## config.mk

```make
export PLATFORM = sky130hd
export DESIGN_NAME = seq_divider
export DESIGN_NICKNAME = d
export VERILOG_FILES = /design/src/rtl/seq_divider_pkg.sv /design/src/rtl/seq_divider_ripple_adder.sv /design/src/rtl/seq_divider.sv
export SDC_FILE = /design/constraint.sdc
export NUM_CORES = 1
export LEC_CHECK = 0
export CAP_MARGIN = 25
export CORE_ASPECT_RATIO = 1.5
export CORE_MARGIN = 10
export CORE_UTILIZATION = 52
export DETAILED_ROUTE_END_ITERATION = 16
export PLACE_DENSITY = 0.83
export SKIP_LAST_GASP = 1
export SLEW_MARGIN = 5
export SYNTH_ARGS = -nofsm -noshare
export SYNTH_HDL_FRONTEND = slang
export SYNTH_SLANG_ARGS = --single-unit
```

## constraint.sdc

```tcl
create_clock -name clk -period 4.2 [get_ports clk]
set_input_delay 0.84 -clock clk [delete_from_list [all_inputs] [get_ports clk]]
set_output_delay 0.84 -clock clk [all_outputs]
set_load 0.01 [all_outputs]
```

## src/rtl/seq_divider_pkg.sv

```systemverilog
// Shared arithmetic-sequencer definitions: FSM state encoding common to the
// sequential multiplier and divider, plus the iteration-counter width helper.
package seq_arith_defs;

    // Controller states (same encoding as the shift-add multiplier FSM)
    localparam logic [1:0] ST_IDLE = 2'd0;
    localparam logic [1:0] ST_RUN  = 2'd1;
    localparam logic [1:0] ST_DONE = 2'd2;

    // Iteration counter width: enough to count 0 .. n-1
    function automatic int cnt_width(input int n);
        return (n < 2) ? 1 : $clog2(n);
    endfunction

endpackage

```

## src/rtl/seq_divider_ripple_adder.sv

```systemverilog
// Ripple-carry adder built from a chain of Full_Adder cells. The divider uses
// it in subtract mode (inverted B, c_in = 1) for the trial subtraction.

// Single-bit full adder cell
module Full_Adder (
    input  logic a,
    input  logic b,
    input  logic cin,
    output logic s,
    output logic cout
);
    assign s    = a ^ b ^ cin;
    assign cout = (a & b) | (cin & (a ^ b));
endmodule

// N-bit ripple adder: carry propagates LSB to MSB through the cell array
module ripple_adder #(
    parameter int N = 8
) (
    input  logic [N-1:0] a,
    input  logic [N-1:0] b,
    input  logic         c_in,
    output logic [N-1:0] sum,
    output logic         c_out
);
    logic [N:0] carry;

    assign carry[0] = c_in;

    for (genvar g = 0; g < N; g++) begin : g_fa
        Full_Adder u_fa (
            .a    (a[g]),
            .b    (b[g]),
            .cin  (carry[g]),
            .s    (sum[g]),
            .cout (carry[g+1])
        );
    end

    assign c_out = carry[N];
endmodule

```

## src/rtl/seq_divider.sv

```systemverilog
// Iterative unsigned restoring divider, one quotient bit per clock.
// start/busy/done handshake matches the sequential multiplier: an accepted
// start is followed by N RUN cycles and a single DONE cycle, after which the
// block returns to IDLE. Results are registered and held until the next
// completion. A zero divisor takes the normal path; the algorithm then yields
// an all-ones quotient and remainder == dividend, and div_by_zero is flagged.
module seq_divider
    import seq_arith_defs::*;
#(
    parameter int N = 8
) (
    input  logic         clk,
    input  logic         rst,
    input  logic         start,
    input  logic [N-1:0] dividend,
    input  logic [N-1:0] divisor,
    output logic         busy,
    output logic         done,
    output logic [N-1:0] quotient,
    output logic [N-1:0] remainder,
    output logic         div_by_zero
);
    localparam int            CW   = cnt_width(N);
    localparam logic [CW-1:0] LAST = CW'(N - 1);

    logic [1:0]    state;
    logic [CW-1:0] cnt;
    logic [N-1:0]  r_q;     // partial remainder
    logic [N-1:0]  q_q;     // dividend shifting out / quotient shifting in
    logic [N-1:0]  d_q;     // captured divisor
    logic          dbz_r;   // captured divisor == 0

    logic [N:0]    p;       // shifted partial remainder {R, next dividend bit}
    logic [N:0]    neg_d;   // one's complement of zero-extended divisor
    logic [N:0]    diff;
    logic          c;       // no borrow: P >= D
    logic [N-1:0]  r_nxt;
    logic [N-1:0]  q_nxt;
    logic          unused_diff_msb;

    assign p     = {r_q, q_q[N-1]};
    assign neg_d = ~{1'b0, d_q};

    // Trial subtraction P - D as P + ~D + 1
    ripple_adder #(.N(N + 1)) u_sub (
        .a     (p),
        .b     (neg_d),
        .c_in  (1'b1),
        .sum   (diff),
        .c_out (c)
    );

    // R < D holds after every step, so the new remainder always fits N bits
    assign unused_diff_msb = diff[N];
    assign r_nxt = c ? diff[N-1:0] : p[N-1:0];
    assign q_nxt = {q_q[N-2:0], c};

    assign busy = (state == ST_RUN);
    assign done = (state == ST_DONE);

    // Controller: IDLE -> RUN (N steps) -> DONE (one cycle) -> IDLE
    always_ff @(posedge clk or posedge rst) begin
        if (rst) begin
            state <= ST_IDLE;
            cnt   <= '0;
        end else begin
            case (state)
                ST_IDLE: begin
                    if (start) begin
                        state <= ST_RUN;
                        cnt   <= '0;
                    end
                end
                ST_RUN: begin
                    if (cnt == LAST) begin
                        state <= ST_DONE;
                        cnt   <= '0;
                    end else begin
                        cnt <= cnt + 1'b1;
                    end
                end
                ST_DONE: state <= ST_IDLE;
                default: begin
                    state <= ST_IDLE;
                    cnt   <= '0;
                end
            endcase
        end
    end

    // Working registers: capture operands on accepted start, then step
    always_ff @(posedge clk or posedge rst) begin
        if (rst) begin
            r_q   <= '0;
            q_q   <= '0;
            d_q   <= '0;
            dbz_r <= 1'b0;
        end else if (state == ST_IDLE) begin
            if (start) begin
                r_q   <= '0;
                q_q   <= dividend;
                d_q   <= divisor;
                dbz_r <= (divisor == '0);
            end
        end else if (state == ST_RUN) begin
            r_q <= r_nxt;
            q_q <= q_nxt;
        end
    end

    // Result registers: update only on the final step, hold otherwise
    always_ff @(posedge clk or posedge rst) begin
        if (rst) begin
            quotient    <= '0;
            remainder   <= '0;
            div_by_zero <= 1'b0;
        end else if (state == ST_RUN && cnt == LAST) begin
            quotient    <= q_nxt;
            remainder   <= r_nxt;
            div_by_zero <= dbz_r;
        end
    end

endmodule

```

; ---- Word level (Yosys, flattened, before mapping)
; Index checks and enable logic that the tools add are counted.
[totals]
input_bits = 19
register_bits = 47
output_inout_bits = 19
word_cells = 81
[classes]
add_sub_neg = 1
n_eq_ne = 5
mux = 13
reduce_logical = 8
bitwise = 45
[ops]
columns = operator, count
row1 = two-way mux 8 bit, 7
row2 = AND 1 bit, 17
row3 = bitwise XOR 1 bit, 16
row4 = inverter 8 -> 9 bit, 1
row5 = bitwise OR 1 bit, 9
row6 = one-hot mux 3 bit (3 select lines), 1
row7 = zero test 8 bit, 1
row8 = AND reduction 2 bit, 4
row9 = two-way mux 3 bit, 2
row10 = two-way mux 2 bit, 2
row11 = one-hot mux 2 bit (2 select lines), 1
row12 = "adder 3 x 1 -> 3 bit, second input constant", 1
row13 = "== test 3 bit, second input constant", 1
row14 = "== test 2 x 1 -> 1 bit, second input constant", 1
row15 = "== test 2 bit, second input constant", 1
row16 = zero test 2 bit, 1
row17 = "inequality test 2 x 1 -> 1 bit, second input constant", 1
row18 = "inequality test 2 bit, second input constant", 1
row19 = inverter 1 bit, 2
row20 = nonzero test 2 bit, 1
row21 = logical AND 1 bit, 1

; ---- Logic depth before layout (Yosys ltp)
; Gate-level depths: netlist of run 1.
[depth]
depth_word = 22
mapped_depth = 17
ltp_nobuf = 16

; ---- Hierarchy
; From an unflattened synthesis of run 1, not the netlist that was laid out.
[unflattened]
hier_cells = 195
area_unflattened_um2 = 2219.6
[modules_own_cells]
columns = mod, cells_per_inst, n_inst, seq_area_each_um2, area_each_um2
row1 = seq_divider, 186, 1, 1176.1, 2039.5
row2 = Full_Adder, 1, 9, 0.0, 20.0

; ---- Worst setup path before layout of run 1
; No wires, ideal clock.
[synth_path]
kind = register to register
startpoint = register q_q[7]
endpoint = register remainder[0]
stages_incl_launch_ff = 18
arrival_time_ns = 3.563
synth_period_minus_slack_ns = 3.645
required_ns = 4.117
path_buffers = 1
setup_ns = 0.083
path_slack_ns = 0.555
cell_sequence = dfrtp_1 -> inv_1 -> ha_1 -> inv_1 -> fa_1 -> fa_1 -> fa_1 -> inv_1 -> fa_1 -> inv_1 -> fa_1 -> fa_1 -> inv_1 -> fa_1 -> nand2b_4 -> buf_6 -> mux2_4 -> o21ai_0
[synth_between]
elab_chain_cells = 19
word_cells_on_any_way = 21
cone_classes = 1 x mux / 20 x bitwise
[synth_lines]
columns = element, line
row1 = start: declaration, seq_divider.sv:29  ; logic [N-1:0] q_q;
row2 = start signal: assignment, seq_divider.sv:101  ; q_q <= dividend;
row3 = start signal: assignment, seq_divider.sv:107  ; q_q <= q_nxt;
row4 = AND 1 bit / bitwise XOR 1 bit (equally long branches), "seq_divider_ripple_adder.sv:13, seq_divider_ripple_adder.sv:12"
row5 = bitwise OR 1 bit, seq_divider_ripple_adder.sv:13  ; assign cout = (a & b) | (cin & (a ^ b));
row6 = AND 1 bit, seq_divider_ripple_adder.sv:13
row7 = bitwise OR 1 bit, seq_divider_ripple_adder.sv:13
row8 = AND 1 bit, seq_divider_ripple_adder.sv:13
row9 = bitwise OR 1 bit, seq_divider_ripple_adder.sv:13
row10 = AND 1 bit, seq_divider_ripple_adder.sv:13
row11 = bitwise OR 1 bit, seq_divider_ripple_adder.sv:13
row12 = (+3 left out), -
row13 = bitwise OR 1 bit, seq_divider_ripple_adder.sv:13
row14 = AND 1 bit, seq_divider_ripple_adder.sv:13
row15 = bitwise OR 1 bit, seq_divider_ripple_adder.sv:13
row16 = AND 1 bit, seq_divider_ripple_adder.sv:13
row17 = bitwise OR 1 bit, seq_divider_ripple_adder.sv:13
row18 = AND 1 bit, seq_divider_ripple_adder.sv:13
row19 = bitwise OR 1 bit, seq_divider_ripple_adder.sv:13
row20 = two-way mux 8 bit *, seq_divider.sv:55  ; assign r_nxt = c ? diff[N-1:0] : p[N-1:0];
row21 = end signal: assignment, seq_divider.sv:119  ; remainder <= r_nxt;
row22 = end: declaration, seq_divider.sv:20  ; output logic [N-1:0] remainder,
; Mark *: on every way between the ends. The rest lies on a longest branch, timed or not.
; A chain may end at the register's enable or synchronous reset.

; ---- Final worst setup path of run 1
[layout_path]
startpoint = register q_q[7]
endpoint = register remainder[4]
[layout_between]
elab_chain_cells = 19
word_cells_on_any_way = 21
cone_classes = 1 x mux / 20 x bitwise
[layout_lines]
columns = element, line
row1 = AND 1 bit / bitwise XOR 1 bit (equally long branches), seq_divider_ripple_adder.sv:13
row2 = bitwise OR 1 bit *, seq_divider_ripple_adder.sv:13
row3 = AND 1 bit *, seq_divider_ripple_adder.sv:13
row4 = bitwise OR 1 bit *, seq_divider_ripple_adder.sv:13
row5 = AND 1 bit *, seq_divider_ripple_adder.sv:13
row6 = bitwise OR 1 bit *, seq_divider_ripple_adder.sv:13
row7 = AND 1 bit *, seq_divider_ripple_adder.sv:13
row8 = bitwise OR 1 bit *, seq_divider_ripple_adder.sv:13
row9 = (+3 left out), -
row10 = bitwise OR 1 bit, seq_divider_ripple_adder.sv:13
row11 = AND 1 bit, seq_divider_ripple_adder.sv:13
row12 = bitwise OR 1 bit, seq_divider_ripple_adder.sv:13
row13 = AND 1 bit, seq_divider_ripple_adder.sv:13
row14 = bitwise OR 1 bit, seq_divider_ripple_adder.sv:13
row15 = AND 1 bit, seq_divider_ripple_adder.sv:13
row16 = bitwise OR 1 bit, seq_divider_ripple_adder.sv:13
row17 = two-way mux 8 bit *, seq_divider.sv:55
; Marks and branches as above.

==> impl_results.md, run 1 <==
- Rows: 29
- Routed len/inst: 16.2 um
- Post-synth cell types: 31
- Die area: 0.00747 sq mm
- Lkg Pwr: 1.25 nW
- Commonest non-fill, non-tap cell in the layout: dfrtp_1
- DR DRC count: 0
- First-pass iteration count of the detailed router: 5
- Post-CTS Setup Repair Bufs: 0
- Largest net degree at the start of global routing: 48
- Min-delay src: remainder[6]
- Beginning of the critical path: q_q[7]
- CP bufs+invs: 5
- Met1 GRT Util: 14.0%
- Met3 Use GR: 3.65%
- Placer's final routability congestion estimate: 0.822
- Core footprint: 0.00425 sq mm
- F_max: approximately 260 MHz
- Worst path most repeated cell: fa_1
- VDD IR max: 0.000597 V
- Max_cap viols: 0
- Hold Vio Cnt, Final: 0
- Top post-synthesis cells by area: dfrtp_1, o21ai_0, fa_1
- Die X-Extent: approximately 74 um
- Critical Path RT: 4.42 ns
- RSZ-0062 raised after global routing: no
- Hold buffers post-CTS: 0
- Initial DRC count: 99
- Number of global-route vias before repair: 1625
- Slew HR: a little under three fifths
- Worst Hold Class: reg -> reg
- Top Usage Layer GRT: met2
- Num CTS Buffers: 5
- Most frequent cells in the layout: dfrtp_1, clkdlybuf4s50_1, o21ai_0
- Status: finished clean
- Syn avg cell area: around 12 sq um
- Final core utilization: 64.4%
- Pwr Density: 816 mW/mm^2
- Root Buffer: clkbuf_8
- Initial antenna violation count: 0
- Longest Clk Path Bufs: 2
- Max-slew violations: 0
- RR Startpoint: q_q[7]
- Crit Path Category: reg -> reg
- Dpl cells: 271
- Critical Path, Cell by Cell: inv_1 -> ha_1 -> inv_1 -> fa_1 -> fa_1 -> fa_1 -> inv_1 -> fa_1 -> inv_1 -> fa_1 -> fa_1 -> inv_1 -> fa_1 -> nand2b_4 -> mux2_2 -> o21ai_0
- Quantity of gates resized following cts: 0
- Critical R2R Capture: remainder[4]
- Slowest cell on the critical path: fa_1
- #FFs+latches synth: 47
- Diode count: 0
- Via Count: 1534
- Post-synth top area share: 51.7%
- Final Cell Area: ~0.0027 sq mm
- Yosys top cell by area: dfrtp_1
- Net count, final: 261
- Placed cell area: 0.00263 sq mm
- Number of stages on the worst hold path: 2
- I/O pins: 38
- Initial Util: 53.6%
- Setup TNS: 0 ns
- Fill count: 349
- Reg clk slew, reported paths: 0.08 ns
- Register-to-Register Path Depth: 16
- Critical path launch point type: flip-flop
- Synthesized area: roughly 0.0023 sq mm
- Worst path depth: 16
- Final period util: 89.9%
- Clock sinks: 47
- Die Height: just over 100 um
- ANT nets after route: 0
- Gate Count Post-Synth: 197
- Crit-path max cell delay: ~0.4 ns
- WL final: 4510 um
- First-pass GRT wire length: 7580 um
- R2r setup slk: around 0.43 ns
- CTS tree: built
- Kind of end point of the critical path: flip-flop
- Share of post-route cells with drive strength above 1: 11.2%
- Sequential share of the synthesized area: 51.7%
- Tot GR Track Use: between 10% and 20%
- Slew @ Worst Pin: 0.672 ns
- Top delay family on crit path: adder cells
- CP max FO: 11
- Post-detail-place hpwl: 3380 um
- Non-Filler Instances: 278
- Area grow syn2layout: 20.1%
- Total power: ~2.2 mW
- Buffers on Ports: 37
- Minimum clock period: 3.77 ns
- Worst skew pair latency: 0.31 ns
- # setup viols final: 0
- Crit path DAT: 4.00 ns
- Synthesis warning total: 0
- Met2 Resource Use GR: between 20 and 25%
- Worst Skew: 0.0108 ns
- CP Capture Point: remainder[4]
- Via-per-instance ratio: 5.52
- H-tree depth: 2
- Synthesized net count: 226
- GRT Residual Overflow: 0
## synth_stat cells, drive strengths merged
cell,number
a22oi,4
a21oi,8
nor3,1
o21bai,3
ha,3
and3b,4
mux2i,6
nand2b,3
inv,16
buf,9
o21ai,30
nor2,1
and2b,1
fa,7
nand3b,1
nand3,1
a22o,2
nor2b,5
nand2,25
nor3b,1
mux2,14
o22ai,1
nor4,2
a21o,1
clkbuf,1
dfrtp,47
## how the worst min path moves through the flow
stage / to
2_1_floorplan: r_q[6]
3_3_place_gp: remainder[5]
3_5_place_dp: remainder[6]
4_1_cts: remainder[6]
5_1_grt: r_q[3]
6_report: remainder[6]
## logic make-up after synthesis
logic type	count (synthesis)	share of synthesized area [%]
adders and majority gates	10	7.81
DFF	47	51.7
muxes	20	10.4
AOI/OAI and AO/OA	49	12.5
and+or+nand+nor	45	11.4
buffers and inverters	26	6.16
## worst min-delay path, stage by stage, from the launching register on
cell and delay [ns]:
dfrtp_1 0.35, nand2_1 0.04, o21ai_0 0.06
## area by class of cell
type                            count  area (sq um)  area share [%]
Clock buffer                        6          72.6            2.66
Clock inverter                      1          30.0            1.10
Inverter                           16          60.1            2.20
Multi-Input combinational cell    124           958            35.1
Sequential cell                    47          1180            43.0
Tap cell                           46          57.6            2.11
Timing Repair Buffer               38           378            13.8
## report_power, final
| group | switching [mW] | internal (mW) | total (mW) |
|---|---|---|---|
| Combinational | 0.514 | 0.558 | 1.07 |
| Clock | 0.141 | 0.174 | 0.315 |
| Sequential | 0.167 | 0.675 | 0.842 |
| Total | 0.822 | 1.41 | 2.23 |
## state kept, by name (all words and copies together), names as in the netlist
register     cells
quotient         8
d_q              8
state            2
r_q              8
remainder        8
cnt              3
q_q              8
dbz_r            1
div_by_zero      1
## per-stage QoR
stage | setup slack [ns] | hold WS, ns
detailed placement | 0.416 | 0.471
finish | 0.426 | 0.485
floorplan | 0.555 | 0.448
global placement | 0.552 | 0.463
CTS | 0.401 | 0.489
global route | 0.157 | 0.517
## metal layers
layer  part of all wire, %  up-vias
met5                     0        -
met4                   1.8        0
met3                   4.4        9
met2                    57       22
met1                    37      768
li1                      -      735
(Power assumes the default switching activity.)
==> run 2: changes to the inputs <==
Settings changed: CORE_UTILIZATION 52 to 50, PLACE_DENSITY 0.83 to 0.81, SLEW_MARGIN 5 to 10.
==> impl_results.md, run 2 (synthesized netlist as in run 1, its figures left out) <==
- Status: finished clean
- Die Height: 103 um
- Initial DRC count: 110
- Largest net degree at the start of global routing: 48
- Core footprint: 0.00447 sq mm
- Fin Hold WS: around 0.48 ns
- Final period util: about nine tenths
- Number of global-route vias before repair: between 1500 and 2000
- CTS tree: built
- Tot GR Track Use: roughly 13%
- Max-slew violations: 0
- WL final: 4600 um
- Kind of end point of the critical path: flip-flop
- Reg clk slew, reported paths: 0.09 ns
- Die area: 0.00770 sq mm
- First-pass GRT wire length: 7610 um
- Initial Util: 50.9%
- Initial antenna violation count: 0
- Num CTS Buffers: 5
- First-pass iteration count of the detailed router: 4
- VDD IR max: between 0.0005 and 0.0006 V
- I/O pins: 38
- Root Buffer: clkbuf_8
- DR DRC count: 0
- Commonest non-fill, non-tap cell in the layout: dfrtp_1
- Minimum clock period: 3.83 ns
- Clock sinks: 47
- Max_cap viols: 0
- Slew @ Worst Pin: 0.668 ns
- F_max: 261 MHz
- CP max FO: 11
- Hold buffers post-CTS: 0
- Die X-Extent: roughly 75 um
- Lkg Pwr: between 1 and 1.5 nW
- Most frequent cells in the layout: dfrtp_1, clkdlybuf4s50_1, o21ai_0
- Crit-path max cell delay: slightly below 0.4 ns
- Worst skew pair latency: 0.30 ns
- Setup TNS: 0 ns
- Worst path most repeated cell: fa_1
- Area grow syn2layout: 20.6%
- CP bufs+invs: 5
- H-tree depth: 2
- Post-CTS Setup Repair Bufs: 0
- Met2 Resource Use GR: between 20 and 25%
- Share of post-route cells with drive strength above 1: between 10% and 20%
- Buffers on Ports: 37
- Met3 Use GR: 2.41%
- Worst Hold Class: reg -> reg
- # setup viols final: 0
- Post-detail-place hpwl: 3390 um
- RSZ-0062 raised after global routing: no
- Critical Path, Cell by Cell: inv_1 -> ha_1 -> inv_1 -> fa_1 -> fa_1 -> fa_1 -> inv_1 -> fa_1 -> inv_1 -> fa_1 -> fa_1 -> inv_1 -> fa_1 -> nand2b_4 -> mux2_4 -> o21ai_0
- Worst Skew: 0.0108 ns
- Top delay family on crit path: adder cells
- Fill count: approximately 350
- Critical Path RT: 4.42 ns
- Net count, final: 261
- Via Count: 1565
- Top Usage Layer GRT: met2
- Crit path DAT: between 4 and 5 ns
- Via-per-instance ratio: 5.57
- Crit Path Category: reg -> reg
- Quantity of gates resized following cts: 0
- Critical path launch point type: flip-flop
- ANT nets after route: 0
- Pwr Density: 809 mW/mm^2
- Slew HR: 55.5%
- Longest Clk Path Bufs: 2
- GRT Residual Overflow: 0
- Met1 GRT Util: 14.0%
- Hold Vio Cnt, Final: 0
- Slowest cell on the critical path: dfrtp_1
- Placer's final routability congestion estimate: 0.831
- Diode count: 0
- Rows: 30
- Routed len/inst: about 16 um
## run 2: through the flow
step | utilization, % | area [sq um] | std cells | setup slack [ns] | total power [mW]
finish | 61.4 | 2740 | 281 | 0.368 | 2.22
detailed placement | 58.8 | 2630 | 272 | 0.363 | 1.95
global route | 61.4 | 2740 | 281 | 0.146 | 2.41
CTS | 61.0 | 2720 | 280 | 0.341 | 2.24
floorplan | - | 2270 | 197 | 0.555 | 1.58
global placement | 58.8 | 2630 | 272 | 0.549 | 1.89
## run 2: worst register-to-register path, delay by kind of cell, from the launching register on
| kind | cells | cell delay [ns] |
|---|---|---|
| AOI/OAI and AO/OA | 1 | 0.16 |
| and+or+nand+nor | 1 | 0.15 |
| adders and majority gates | 8 | 2.38 |
| DFF | 1 | 0.39 |
| buffers and inverters | 5 | 0.34 |
| muxes | 1 | 0.34 |
## run 2: where the power goes
part	internal [mW]	total (mW)	switching [mW]
logic	0.562	1.09	0.531
clock network	0.134	0.288	0.154
registers	0.674	0.838	0.164
## run 2: path summary, 6_finish.rpt
kind	start	to	slack, ns	cells after the start
max in group asynchronous	rst	q_q[7]	2.91	3
hold / removal	remainder[2]	remainder[2]	0.48	2
setup / recovery	q_q[7]	r_q[0]	0.37	16
hold reg to reg	remainder[2]	remainder[2]	0.48	2
min in group asynchronous	rst	q_q[4]	0.80	2
setup reg to reg	q_q[7]	r_q[0]	0.37	16
## run 2: area by class of cell
type                            count  area [sq um]  area share [%]
Inverter                           16          60.1            2.19
Tap cell                           48          60.1            2.19
Timing Repair Buffer               38           390            14.2
Sequential cell                    47          1180            42.9
Clock inverter                      2          16.3           0.593
Multi-Input combinational cell    124           958            34.9
Clock buffer                        6          82.6            3.01
## run 2: routing by layer
metal  vias up  share of wire (%)
met2        29                 54
met4         0                2.3
met5         -                  0
met1       790                 40
met3         9                3.6
li1        737                  -
==> run 3: changes to the inputs <==
Settings changed: ABC_CLOCK_PERIOD_IN_PS from default to 4200.
==> results of run 3 <==
Final layout, timing and power as in run 2 (identical DEF).
